[config.mk]
export PLATFORM = sky130hd
export DESIGN_NAME = otter_cu_mc_fsm
export DESIGN_NICKNAME = d
export VERILOG_FILES = /design/src/rtl/otter_cu_mc_fsm_pkg.sv /design/src/rtl/otter_irq_pend.sv /design/src/rtl/otter_cu_mc_fsm.sv
export SDC_FILE = /design/constraint.sdc
export NUM_CORES = 1
export LEC_CHECK = 0
export CAP_MARGIN = 25
export CORE_MARGIN = 1.5
export CORE_UTILIZATION = 46
export CTS_CLUSTER_DIAMETER = 30
export DETAILED_ROUTE_END_ITERATION = 12
export MAX_ROUTING_LAYER = met4
export PLACE_DENSITY = 0.86
export SETUP_SLACK_MARGIN = 0.1
export SYNTH_ARGS = -nofsm -noshare
export SYNTH_HDL_FRONTEND = slang
export SYNTH_SLANG_ARGS = --single-unit
[constraint.sdc]
create_clock -name i_clk -period 6.4 [get_ports i_clk]
set_clock_uncertainty 0.15 [all_clocks]
set_input_delay 1.92 -clock i_clk [delete_from_list [all_inputs] [get_ports i_clk]]
set_output_delay 1.92 -clock i_clk [all_outputs]
set_load 0.02 [all_outputs]
[src/rtl/otter_cu_mc_fsm_pkg.sv]
// Shared types and constants for the OTTER multi-cycle control unit:
// state encoding, trap cause codes, opcodes and the instruction classifier.
package otter_cu_mc_fsm_pkg;

  typedef enum logic [2:0] {
    ST_INIT  = 3'd0,
    ST_FETCH = 3'd1,
    ST_EXEC  = 3'd2,
    ST_MEM   = 3'd3,
    ST_WR_BK = 3'd4,
    ST_TRAP  = 3'd5
  } state_t;

  localparam logic [3:0] CAUSE_IFAULT  = 4'd1;
  localparam logic [3:0] CAUSE_ILLEGAL = 4'd2;
  localparam logic [3:0] CAUSE_LFAULT  = 4'd5;
  localparam logic [3:0] CAUSE_SFAULT  = 4'd7;

  localparam logic [6:0] OPC_LUI    = 7'b0110111;
  localparam logic [6:0] OPC_AUIPC  = 7'b0010111;
  localparam logic [6:0] OPC_JAL    = 7'b1101111;
  localparam logic [6:0] OPC_JALR   = 7'b1100111;
  localparam logic [6:0] OPC_BRANCH = 7'b1100011;
  localparam logic [6:0] OPC_LOAD   = 7'b0000011;
  localparam logic [6:0] OPC_STORE  = 7'b0100011;
  localparam logic [6:0] OPC_OP_IMM = 7'b0010011;
  localparam logic [6:0] OPC_OP_REG = 7'b0110011;
  localparam logic [6:0] OPC_SYS    = 7'b1110011;

  // What the control unit has to do with an instruction in EXEC.
  typedef enum logic [2:0] {
    CL_ALU,      // register write + PC advance
    CL_BRANCH,   // PC advance only
    CL_CSR,      // CSR write + register write + PC advance
    CL_NOP,      // SYS funct3=000: PC advance only
    CL_LOAD,
    CL_STORE,
    CL_ILLEGAL
  } iclass_t;

  function automatic iclass_t decode_class(input logic [6:0] opc, input logic [2:0] funct3);
    iclass_t cls;
    case (opc)
      OPC_OP_REG, OPC_OP_IMM, OPC_JALR,
      OPC_LUI, OPC_AUIPC, OPC_JAL:       cls = CL_ALU;
      OPC_BRANCH:                        cls = CL_BRANCH;
      OPC_LOAD:                          cls = CL_LOAD;
      OPC_STORE:                         cls = CL_STORE;
      OPC_SYS: begin
        if (funct3 == 3'b001 || funct3 == 3'b101) cls = CL_CSR;
        else if (funct3 == 3'b000)                cls = CL_NOP;
        else                                      cls = CL_ILLEGAL;
      end
      default:                           cls = CL_ILLEGAL;
    endcase
    return cls;
  endfunction

endpackage

[src/rtl/otter_irq_pend.sv]
// Interrupt front end: rising-edge capture into sticky pending bits,
// mask/GIE qualification and a lowest-index-wins priority encoder.
module otter_irq_pend
  import otter_cu_mc_fsm_pkg::*;
#(
  parameter int NUM_IRQ = 4
) (
  input  logic               i_clk,
  input  logic               i_rst,
  input  logic [NUM_IRQ-1:0] i_irq_in,
  input  logic [NUM_IRQ-1:0] i_irq_mask,
  input  logic               i_irq_gie,
  input  logic [NUM_IRQ-1:0] i_clr,
  output logic               o_irq_vld,
  output logic [3:0]         o_irq_idx
);

  logic [NUM_IRQ-1:0] r_hist;
  logic [NUM_IRQ-1:0] r_pend;
  logic [NUM_IRQ-1:0] w_rise;
  logic [NUM_IRQ-1:0] w_elig;

  assign w_rise = i_irq_in & ~r_hist;
  assign w_elig = r_pend & i_irq_mask & {NUM_IRQ{i_irq_gie}};

  // Edge history and pending bits; a new edge beats a simultaneous clear.
  always_ff @(posedge i_clk or posedge i_rst) begin
    if (i_rst) begin
      r_hist <= '0;
      r_pend <= '0;
    end else begin
      r_hist <= i_irq_in;
      r_pend <= (r_pend & ~i_clr) | w_rise;
    end
  end

  // Priority encoder: scan from the top so the lowest eligible index is left.
  always_comb begin
    o_irq_vld = |w_elig;
    o_irq_idx = 4'd0;
    for (int i = NUM_IRQ - 1; i >= 0; i--) begin
      if (w_elig[i]) o_irq_idx = 4'(i);
    end
  end

endmodule

[src/rtl/otter_cu_mc_fsm.sv]
// OTTER multi-cycle control unit: FETCH/EXEC/MEM/WR_BK sequencing with
// variable-latency memory handshakes, access timeout, synchronous
// exceptions and prioritised edge-triggered interrupts.
module otter_cu_mc_fsm
  import otter_cu_mc_fsm_pkg::*;
#(
  parameter int NUM_IRQ     = 4,
  parameter int MEM_TIMEOUT = 8
) (
  input  logic               i_clk,
  input  logic               i_rst,
  input  logic [31:0]        i_instrn,
  input  logic               i_imem_rdy,
  input  logic               i_dmem_rdy,
  input  logic [NUM_IRQ-1:0] i_irq_in,
  input  logic [NUM_IRQ-1:0] i_irq_mask,
  input  logic               i_irq_gie,
  output logic               o_pc_w_en,
  output logic               o_rfile_w_en,
  output logic               o_dmem_w_en,
  output logic               o_imem_r_en,
  output logic               o_dmem_r_en,
  output logic               o_csr_we,
  output logic               o_trap_taken,
  output logic               o_trap_irq,
  output logic [3:0]         o_trap_cause,
  output logic [NUM_IRQ-1:0] o_irq_ack
);

  // A zero timeout still needs a legal one-bit counter.
  localparam int CNT_W = (MEM_TIMEOUT > 0) ? $clog2(MEM_TIMEOUT + 1) : 1;

  state_t             r_state;
  state_t             w_next;
  logic [CNT_W-1:0]   r_cnt;
  logic               r_is_store;
  logic               r_trap_irq;
  logic [3:0]         r_trap_cause;
  logic [NUM_IRQ-1:0] r_trap_ack;

  iclass_t            w_class;
  logic               w_rdy;
  logic               w_timeout;
  logic               w_complete;
  logic [3:0]         w_exc_cause;
  logic               w_irq_vld;
  logic [3:0]         w_irq_idx;
  logic [NUM_IRQ-1:0] w_clr;
  logic               w_unused_instr;

  assign w_class        = decode_class(i_instrn[6:0], i_instrn[14:12]);
  assign w_unused_instr = ^{i_instrn[31:15], i_instrn[11:7]};

  // The handshake that matters depends on which access is in flight.
  assign w_rdy = (r_state == ST_FETCH) ? i_imem_rdy :
                 (r_state == ST_MEM)   ? i_dmem_rdy : 1'b1;

  assign w_timeout = (MEM_TIMEOUT != 0) &&
                     (r_state == ST_FETCH || r_state == ST_MEM) &&
                     !w_rdy && (r_cnt == CNT_W'(MEM_TIMEOUT - 1));

  // Pending bits of the serviced channel drop at the end of the TRAP cycle.
  assign w_clr = (r_state == ST_TRAP) ? r_trap_ack : '0;

  otter_irq_pend #(
    .NUM_IRQ (NUM_IRQ)
  ) u_irq_pend (
    .i_clk      (i_clk),
    .i_rst      (i_rst),
    .i_irq_in   (i_irq_in),
    .i_irq_mask (i_irq_mask),
    .i_irq_gie  (i_irq_gie),
    .i_clr      (w_clr),
    .o_irq_vld  (w_irq_vld),
    .o_irq_idx  (w_irq_idx)
  );

  // State register.
  always_ff @(posedge i_clk or posedge i_rst) begin
    if (i_rst) r_state <= ST_INIT;
    else       r_state <= w_next;
  end

  // Next state; exceptions never complete, so they naturally beat interrupts.
  always_comb begin
    w_next      = r_state;
    w_complete  = 1'b0;
    w_exc_cause = 4'd0;
    case (r_state)
      ST_INIT:  w_next = ST_FETCH;
      ST_FETCH: begin
        if (i_imem_rdy) begin
          w_next = ST_EXEC;
        end else if (w_timeout) begin
          w_next      = ST_TRAP;
          w_exc_cause = CAUSE_IFAULT;
        end
      end
      ST_EXEC: begin
        case (w_class)
          CL_LOAD, CL_STORE: w_next = ST_MEM;
          CL_ILLEGAL: begin
            w_next      = ST_TRAP;
            w_exc_cause = CAUSE_ILLEGAL;
          end
          default:           w_complete = 1'b1;
        endcase
      end
      ST_MEM: begin
        if (i_dmem_rdy) begin
          if (r_is_store) w_complete = 1'b1;
          else            w_next     = ST_WR_BK;
        end else if (w_timeout) begin
          w_next      = ST_TRAP;
          w_exc_cause = r_is_store ? CAUSE_SFAULT : CAUSE_LFAULT;
        end
      end
      ST_WR_BK: w_complete = 1'b1;
      ST_TRAP:  w_next = ST_FETCH;
      default:  w_next = ST_INIT;
    endcase
    if (w_complete) w_next = w_irq_vld ? ST_TRAP : ST_FETCH;
  end

  // Outputs; trap signalling is only visible while in TRAP.
  always_comb begin
    o_pc_w_en    = 1'b0;
    o_rfile_w_en = 1'b0;
    o_dmem_w_en  = 1'b0;
    o_imem_r_en  = 1'b0;
    o_dmem_r_en  = 1'b0;
    o_csr_we     = 1'b0;
    o_trap_taken = 1'b0;
    o_trap_irq   = 1'b0;
    o_trap_cause = 4'd0;
    o_irq_ack    = '0;
    case (r_state)
      ST_FETCH: o_imem_r_en = 1'b1;
      ST_EXEC: begin
        case (w_class)
          CL_ALU: begin
            o_pc_w_en    = 1'b1;
            o_rfile_w_en = 1'b1;
          end
          CL_BRANCH, CL_NOP: o_pc_w_en = 1'b1;
          CL_CSR: begin
            o_pc_w_en    = 1'b1;
            o_rfile_w_en = 1'b1;
            o_csr_we     = 1'b1;
          end
          default: ;
        endcase
      end
      ST_MEM: begin
        if (r_is_store) begin
          o_dmem_w_en = 1'b1;
          o_pc_w_en   = i_dmem_rdy;
        end else begin
          o_dmem_r_en = 1'b1;
        end
      end
      ST_WR_BK: begin
        o_rfile_w_en = 1'b1;
        o_pc_w_en    = 1'b1;
      end
      ST_TRAP: begin
        o_trap_taken = 1'b1;
        o_pc_w_en    = 1'b1;
        o_trap_irq   = r_trap_irq;
        o_trap_cause = r_trap_cause;
        o_irq_ack    = r_trap_ack;
      end
      default: ;
    endcase
  end

  // Wait counter: restarts on entering an access, counts not-ready cycles.
  always_ff @(posedge i_clk or posedge i_rst) begin
    if (i_rst) begin
      r_cnt <= '0;
    end else if ((w_next == ST_FETCH || w_next == ST_MEM) && w_next != r_state) begin
      r_cnt <= '0;
    end else if ((r_state == ST_FETCH || r_state == ST_MEM) && !w_rdy) begin
      r_cnt <= r_cnt + 1'b1;
    end
  end

  // Remember load vs store across MEM so a changing instruction bus is harmless.
  always_ff @(posedge i_clk or posedge i_rst) begin
    if (i_rst)                  r_is_store <= 1'b0;
    else if (r_state == ST_EXEC) r_is_store <= (w_class == CL_STORE);
  end

  // Trap latch: capture kind, cause and acknowledge on the way into TRAP.
  always_ff @(posedge i_clk or posedge i_rst) begin
    if (i_rst) begin
      r_trap_irq   <= 1'b0;
      r_trap_cause <= 4'd0;
      r_trap_ack   <= '0;
    end else if (w_next == ST_TRAP) begin
      r_trap_irq   <= w_complete;
      r_trap_cause <= w_complete ? w_irq_idx : w_exc_cause;
      r_trap_ack   <= w_complete ? (NUM_IRQ'(1) << w_irq_idx) : '0;
    end
  end

endmodule

==> impl_metrics.ini <==
[synthesis]
synth_nets = 218
synth-edff-count = 0
ys_top_cells_by_area = dfrtp_1, nand2_1, a21oi_1
yosysSeqAreaShare_pct = 41.3
synth_area_sq_um = 1450
postSynth.asyncResetShare_pct = 100
yosysTopAreaCellShare_pct = 41.3
synth_ff_type = dfrtp_1
synth_common_cells = dfrtp_1, nand2_1, inv_1
synth_top_cell_by_area = dfrtp_1
synth_cells = 172
synth_seq_cells = 24
avgSynthCellArea_sq_um = 8.45
ys_types = 44
yosys_warnings = 0

[pwr]
p_leak_uw = 0.000868
power.density_nw_per_um2 = 341
ir_drop_mv = 0.196

[grt]
antenna_found_initial = 0
overflow = 0
grt_pass1_vias = 1251
grtUsageTotal_pct = 20.7
grt_start_max_net_pins = 25
grt_pass1_wl_microns = 5440

[worst_setup_path]
crit_family = buffers and inverters
cp_cell_sequence = clkdlybuf4s50_1 > and4bb_2 > o211a_1 > a311o_1 > nor2_1 > nand2_1 > nand2_1 > clkdlybuf4s50_1
crit_fanout = 5
critPathKind = input pin to primary output
cpPeakStageDelay_ps = 590
crit_slowest_cell = clkdlybuf4s50_1
r2r_start = r_cnt[0]
crit_start = i_instrn[3]
critPathCaptureType = primary output
start_kind = input pin
cp.required_ps = 4330
crit_buf_inv = 2
critPathArrivalTime_ps = 4120

[sta]
period_share_pct = 96.6
maxSlewViolCount = 0
min_period_ps = 6190
hold_violations = 0
finalSetupViolations = 0
worst_pin_slew_ps = 923
slew-limit-headroom_pct = 38.4
rsz0062_at_grt = false
max_freq_ghz = 0.162
fin_tns_setup_ps = 0

[cts]
cts_made_buffers = 3
clockBufferDepth = 2
tritoncts = yes
ctsHoldBuffers = 0
cts-root-buf = clkbuf_4
clk_latency_ps = 320
clock-sinks = 24
cts_max_level = 1
clk_transition_reported_paths_ps = 130

[place]
dp_hpwl_microns = 2460
gp_congestion = 0.863
port-buffer-count = 37
dpl_cell_area_sq_um = 1860

[floorplan]
pin_count = 61
dieArea_sq_um = 3500
fp-row-count = 20
start_util_pct = 48.0
die_x_microns = 59.2
chipHeight_microns = 59.2
core-area_sq_um = 3030

[layout]
drive_above_1_share_pct = 4.76
syn_to_final_growth_pct = 30.6
diodes = 0
utilization_pct = 62.6
fillers = 275
fin_area_sq_um = 1900
nets = 257

[routing]
wl_microns = 3220
drtPass1Iterations = 4
initialDrtViolationCount = 72
ant_nets = 0
drc = 0
wl_per_cell_microns = 12.7
num_vias = 1357
via_per_inst = 5.34

[worst_hold_path]
hold_class = flip-flop to flip-flop
holdCritStartpoint = u_irq_pend.r_hist[0]

[outcome]
status = completed

[flow_run]
drv_cap = 0
-- final timing paths --
| kind | endpoint | slack (ps) | depth (start not counted) |
|---|---|---|---|
| worst max-delay path | o_rfile_w_en | 210 | 8 |
| worst min-delay path | u_irq_pend.r_pend[0] | 290 | 1 |
| worst max register to register | r_trap_ack[2] | 3940 | 8 |
| worst min register to register | u_irq_pend.r_pend[0] | 290 | 1 |
| max in group asynchronous | r_trap_ack[2] | 3600 | 2 |
| min in group asynchronous | u_irq_pend.r_pend[0] | 1940 | 2 |
-- layer usage --
metal | GRT usage, % | vias to the layer above | wire length (microns) | share of wire, %
met3 | 2.62 | 5 | 126 | 3.9
met2 | 32.2 | 35 | 1480 | 46
li1 | - | 691 | - | -
met5 | - | - | 0 | 0
met4 | 4.87 | 0 | 30 | 0.93
met1 | 29.0 | 626 | 1580 | 49
-- layout by cell type (no fill, tap or decap), types with 3 or more instances in the layout --
master           Yosys  final
clkdlybuf4s50_1      0     36
nand2_1             24     24
dfrtp_1             24     24
inv_1               20     20
a21oi_1             15     15
nor2_1              11     11
o21ai_0              8      8
and2_1               6      6
nor3_1               6      6
o22ai_1              6      6
nand3_1              5      5
a21o_1               4      4
clkbuf_4             0      3
-- stage by stage --
stage	worst slack, ps	total power (uW)	hold WS (ps)	instances
after CTS	142	648	291	254
after global routing	110	696	299	254
final	215	647	290	254
after global placement	137	559	265	250
after floorplan	1140	466	259	172
after detailed placement	131	567	275	250
-- cell type report --
class	instances	area, sq um	area share, %
repair buffers	37	373	19.7
inverters	20	75.1	3.96
multi-input cells	125	757	39.9
well taps	44	55.1	2.90
clock buffers	4	36.3	1.91
flip-flops and latches	24	601	31.7
-- cell families after synthesis --
kind of cell	share of synthesized area, %
XOR/XNOR	1.81
flip-flops	41.3
buffers and inverters	6.55
AO/OA/AOI/OAI	24.8
other	0.258
multiplexers	0.689
AND/OR/NAND/NOR	23.7
adder cells (fa/ha/maj)	0.861
-- registers in the layout, summed over array words and instances (netlist names) --
name,count
u_irq_pend.r_hist,4
r_trap_irq,1
r_state,3
r_trap_cause,3
r_cnt,4
r_trap_ack,4
u_irq_pend.r_pend,4
r_is_store,1
-- report_power, final --
part / switching, uW / internal (uW)
clock: 46.2 / 34.8
sequential: 47.1 / 202
combinational: 175 / 142
-- worst register-to-register path, stage by stage, from the launching register on --
cell and delay [ps]:
dfrtp_1 410, ha_1 190, nor4bb_1 550, a21oi_1 120, o211ai_1 220, a211oi_1 120
a22o_4 340, inv_1 150, o21ai_0 100
-- repair_timing --
action                     CTS  global route
setup endpoints to repair    0             1
buffers inserted             0             0
resized for setup            0             1
Power figures use the tool's default switching activity.
